==> config.mk <==
export PLATFORM = sky130hd
export DESIGN_NAME = dco_nco
export DESIGN_NICKNAME = d
export VERILOG_FILES = /design/src/rtl/dco_nco.sv
export SDC_FILE = /design/constraint.sdc
export NUM_CORES = 1
export LEC_CHECK = 0
export CORE_MARGIN = 2
export CORE_UTILIZATION = 45
export CTS_CLUSTER_DIAMETER = 120
export CTS_CLUSTER_SIZE = 8
export DETAILED_ROUTE_END_ITERATION = 16
export PLACE_DENSITY = 0.7
export SYNTH_ARGS = -nofsm -noshare
export SYNTH_HDL_FRONTEND = slang
export SYNTH_SLANG_ARGS = --single-unit
export TNS_END_PERCENT = 50
==> constraint.sdc <==
create_clock -name clk -period 2.6 [get_ports clk]
set_input_delay 0.52 -clock clk [delete_from_list [all_inputs] [get_ports clk]]
set_output_delay 0.52 -clock clk [all_outputs]
set_load 0.05 [all_outputs]
==> src/rtl/dco_nco.sv <==
// dco_nco: digitally controlled oscillator that turns a signed control word into a clamped FTW
// and integrates it in a phase accumulator, switching FTW only at phase wrap.
module dco_nco #(
   parameter int                ACC_W    = 24,
   parameter int                CTRL_W   = 16,
   parameter logic [ACC_W-1:0]  CENTER   = 24'h010000,
   parameter int                KV_SHIFT = 4,
   parameter logic [ACC_W-1:0]  FTW_MIN  = 24'h000100,
   parameter logic [ACC_W-1:0]  FTW_MAX  = 24'h080000
) (
   input  logic              clk,
   input  logic              rst,
   input  logic              en,
   input  logic [CTRL_W-1:0] ctrl,
   output logic              dco_out,
   output logic              dco_tick,
   output logic [ACC_W-1:0]  phase,
   output logic [ACC_W-1:0]  ftw,
   output logic              sat_hi,
   output logic              sat_lo
);
   localparam int SW = ACC_W + 2;
   logic [CTRL_W-1:0]    ctrl_q;
   logic [ACC_W-1:0]     ftw_pend;
   logic signed [SW-1:0] sum;
   logic                 lo, hi;
   logic [ACC_W:0]       nxt;
   // Two guard bits keep the signed offset sum free of overflow before clamping
   assign sum = $signed({2'b00, CENTER}) + ($signed({{(SW-CTRL_W){ctrl_q[CTRL_W-1]}}, ctrl_q}) <<< KV_SHIFT);
   assign lo  = sum < $signed({2'b00, FTW_MIN});
   assign hi  = sum > $signed({2'b00, FTW_MAX});
   assign nxt = {1'b0, phase} + {1'b0, ftw};
   assign dco_out = phase[ACC_W-1];
   always_ff @(posedge clk) begin
      if (rst) begin
         ctrl_q   <= '0;
         ftw_pend <= CENTER;
         ftw      <= CENTER;
         phase    <= '0;
         dco_tick <= 1'b0;
         sat_hi   <= 1'b0;
         sat_lo   <= 1'b0;
      end else begin
         ctrl_q   <= ctrl;
         ftw_pend <= lo ? FTW_MIN : hi ? FTW_MAX : sum[ACC_W-1:0];
         sat_lo   <= lo;
         sat_hi   <= hi;
         if (en) begin
            phase    <= nxt[ACC_W-1:0];
            dco_tick <= nxt[ACC_W];
            if (nxt[ACC_W]) ftw <= ftw_pend;
         end else begin
            dco_tick <= 1'b0;
            ftw      <= ftw_pend;
         end
      end
   end
endmodule

==> impl_metrics.ini <==
[run_status]
status = finished, final reports clean

[job]
max_cap_viol_count = 0

[clocking]
htreeDepth = 3
cts_inserted_buffers = 9
cts_tree = yes
root_buffer = clkbuf_8
insertion_delay_ps = 340
cts_sinks = 73
post_cts_resized = 0
holdBufCountCts = 0
clockBufferDepth = 2
clk_transition_reported_paths_ps = 80

[synthesis]
yosys_warnings = 0
synth.most_common_cell = dfxtp_1
netlist_instances = 415
synthesis.area_um2 = 3890
synth_edf_count = 0
ys.flop_type = dfxtp_1
synth_area_leaders = dfxtp_1, ha_1, nand2b_1
yosysTopAreaCell = dfxtp_1
synthArstFlopShare_pct = 0
yosysUniqueCellTypes = 68
synth_area_per_cell_um2 = 9.37
synth_common_cells = dfxtp_1, nand2b_1, nor2_1, mux2i_1, nor2b_1
netlist.area_leader.share_pct = 37.6
synth.ff_latch_count = 73
yosysSeqAreaShare_pct = 37.6

[cells_and_area]
drive_gt1_share_pct = 8.19
area_growth_pct = 22.1
n_fill_cell = 751
post-route-util_pct = 57.2
n_antenna_cell = 0
nNetsFinal = 515
multi_input_area_um2 = 2240
register_area_um2 = 1460

[hold_path]
hp-start = ftw_pend[4]
hold_path_depth = 2
hold_class = reg -> reg
hold_end = ftw[4]

[power_and_ir_drop]
p_clk_share_pct = 38.1
pwr_density_cell_nw_per_um2 = 522
switchingPower_mw = 0.648
p_int_mw = 1.83
ir_drop_mv = 0.376
power_frac_comb_pct = 14.1
seqPwrFrac_pct = 47.8
p_leak_nw = 1.99
sw_frac_of_total_pct = 26.1

[placement]
hpwl_um = 6220
portBuffers = 62
gp_congestion = 0.887

[drt]
drt-total-wl_um = 8310
drt_iter0_drc = 130
via_per_inst = 5.33
antenna_left = 0
post_drt_wl_per_cell_um = 14.3
firstDrtPassIters = 4
remaining_drc_errors = 0
vias = 3095

[sta]
fin_crit_sh_pct = 90.9
timing.setup.tns_ps = 0
rsz0062_at_grt = no
slew_headroom_pct = 62.1
period_needed_ps = 2360
clock.fmax_mhz = 423
hold_viol_final = 0
drv_slew = 0
tightest_slew_ps = 566
skew_ps = 10.7
setup_viol = 0

[floorplanning]
rows = 33
dieHeight_um = 96.9
dieWidth_um = 96.9
core_um2 = 8300
start_util_pct = 46.8
io_pins = 71
die_area_um2 = 9400

[critical_path]
start_kind = register
endpoint_kind = register
cpMaxStageDelayCell = a2111oi_2
cp_data_required_time_ps = 2840
reg2reg_to = phase[22]
crit_chain = ha_1, fa_1, a21oi_1, nand4b_4, a211o_1, a2111oi_2, o21ai_0, a32o_1
slowest_delay_ps = 420
critical_path_class = reg -> reg
crit_fanout = 4
r2r_start = phase[4]
r2r_cells = 8
crit_arrival_ps = 2600
rrSetupSlack_ps = 240

[grt]
gr-total-overflow = 0
grt_pass1_wl_um = 13500
grt_pass1_vias = 2926
grt_use_total_pct = 17.6
antenna_found_initial = 0
grt_start_max_net_pins = 36
power groups by stage:
stage                     sequential, mW  clock, mW  combinational [mW]
final                               1.18      0.944               0.350
after global routing                1.19       1.02               0.375
after CTS                           1.18      0.974               0.346
after detailed placement            1.21          0               0.345
after global placement              1.21          0               0.342
after floorplan                     1.26          0               0.210
registers in the layout, summed over array words and instances (netlist names):
register	count
ctrl_q	16
ftw_pend	17
ftw	17
phase	20
dco_tick	1
sat_lo	1
sat_hi	1
critical path: cells and delay by family (launching register included):
kind / cells / cell delay, ps
adder cells (fa/ha/maj): 2 / 410
AND/OR/NAND/NOR: 1 / 200
AO/OA/AOI/OAI: 5 / 1280
flip-flops: 1 / 360
per-layer routing:
metal	share of wire, %	routed length [um]	global-route usage [%]
met2	49	4110	30.3
met3	4.5	375	4.26
met5	0	0	0
met4	1.6	137	5.85
met1	44	3690	21.5
final cells by class:
cell class,count,share of cell area (%)
multi-input combinational,313,47.2
sequential,73,30.8
timing repair buffer,69,14.3
tap,105,2.77
clock buffer,9,2.61
clock inverter,5,1.71
inverter,7,0.554
repair_timing:
action                                  CTS  global route
setup buffers                             0             2
pin swaps                                 1             1
endpoints found under the setup margin    3            17
per-stage QoR:
step | hold WS [ps] | total power, mW | cell area, um2 | std cells | worst slack, ps
after floorplan | 420 | 1.47 | 3920 | 423 | 100
after global placement | 427 | 1.55 | 4510 | 565 | 67.3
after detailed placement | 434 | 1.56 | 4510 | 565 | 29.4
after CTS | 449 | 2.50 | 4720 | 579 | 18.4
after global routing | 457 | 2.58 | 4750 | 581 | 52.7
final | 445 | 2.48 | 4750 | 581 | 236
worst max-delay path by stage:
stage | startpoint | end | slack, ps | depth (start not counted)
after floorplan | phase[4] | ftw[22] | 100 | 9
after global placement | phase[4] | ftw[22] | 70 | 8
after detailed placement | phase[4] | ftw[7] | 30 | 8
after CTS | phase[4] | ftw[7] | 20 | 8
after global routing | ftw[4] | phase[22] | 50 | 8
final | phase[4] | phase[22] | 240 | 8
kinds of logic (layout without fill, tap and decap cells):
| group | Yosys count | in the layout | synth area share (%) |
|---|---|---|---|
| AND/OR/NAND/NOR | 159 | 159 | 24.2 |
| adder cells (fa/ha/maj) | 23 | 23 | 7.60 |
| buffers and inverters | 37 | 90 | 5.50 |
| multiplexers | 24 | 24 | 6.18 |
| other | 1 | 9 | 0.0965 |
| flip-flops | 73 | 73 | 37.6 |
| XOR/XNOR | 9 | 9 | 2.03 |
| AO/OA/AOI/OAI | 89 | 89 | 16.8 |
placed cells by master (no fill, tap or decap), types with 3 or more instances in the layout:
cell type,count
a32o_1,3
xnor2_1,7
clkdlybuf4s50_1,61
dfxtp_1,73
inv_1,7
a31oi_1,3
mux2i_1,24
a21o_1,8
nor3b_1,4
ha_1,22
buf_4,6
and2_1,13
o21a_1,3
conb_1,9
clkbuf_8,9
or3_1,5
a211oi_1,6
nor2_1,25
or3b_2,4
nor2b_1,23
nand2_1,13
or4_1,3
nand2b_1,39
nand4_1,4
nand3_1,9
a21oi_1,20
nor3_1,4
o21ai_0,14
No activity file was read; power rests on OpenSTA's default activity.
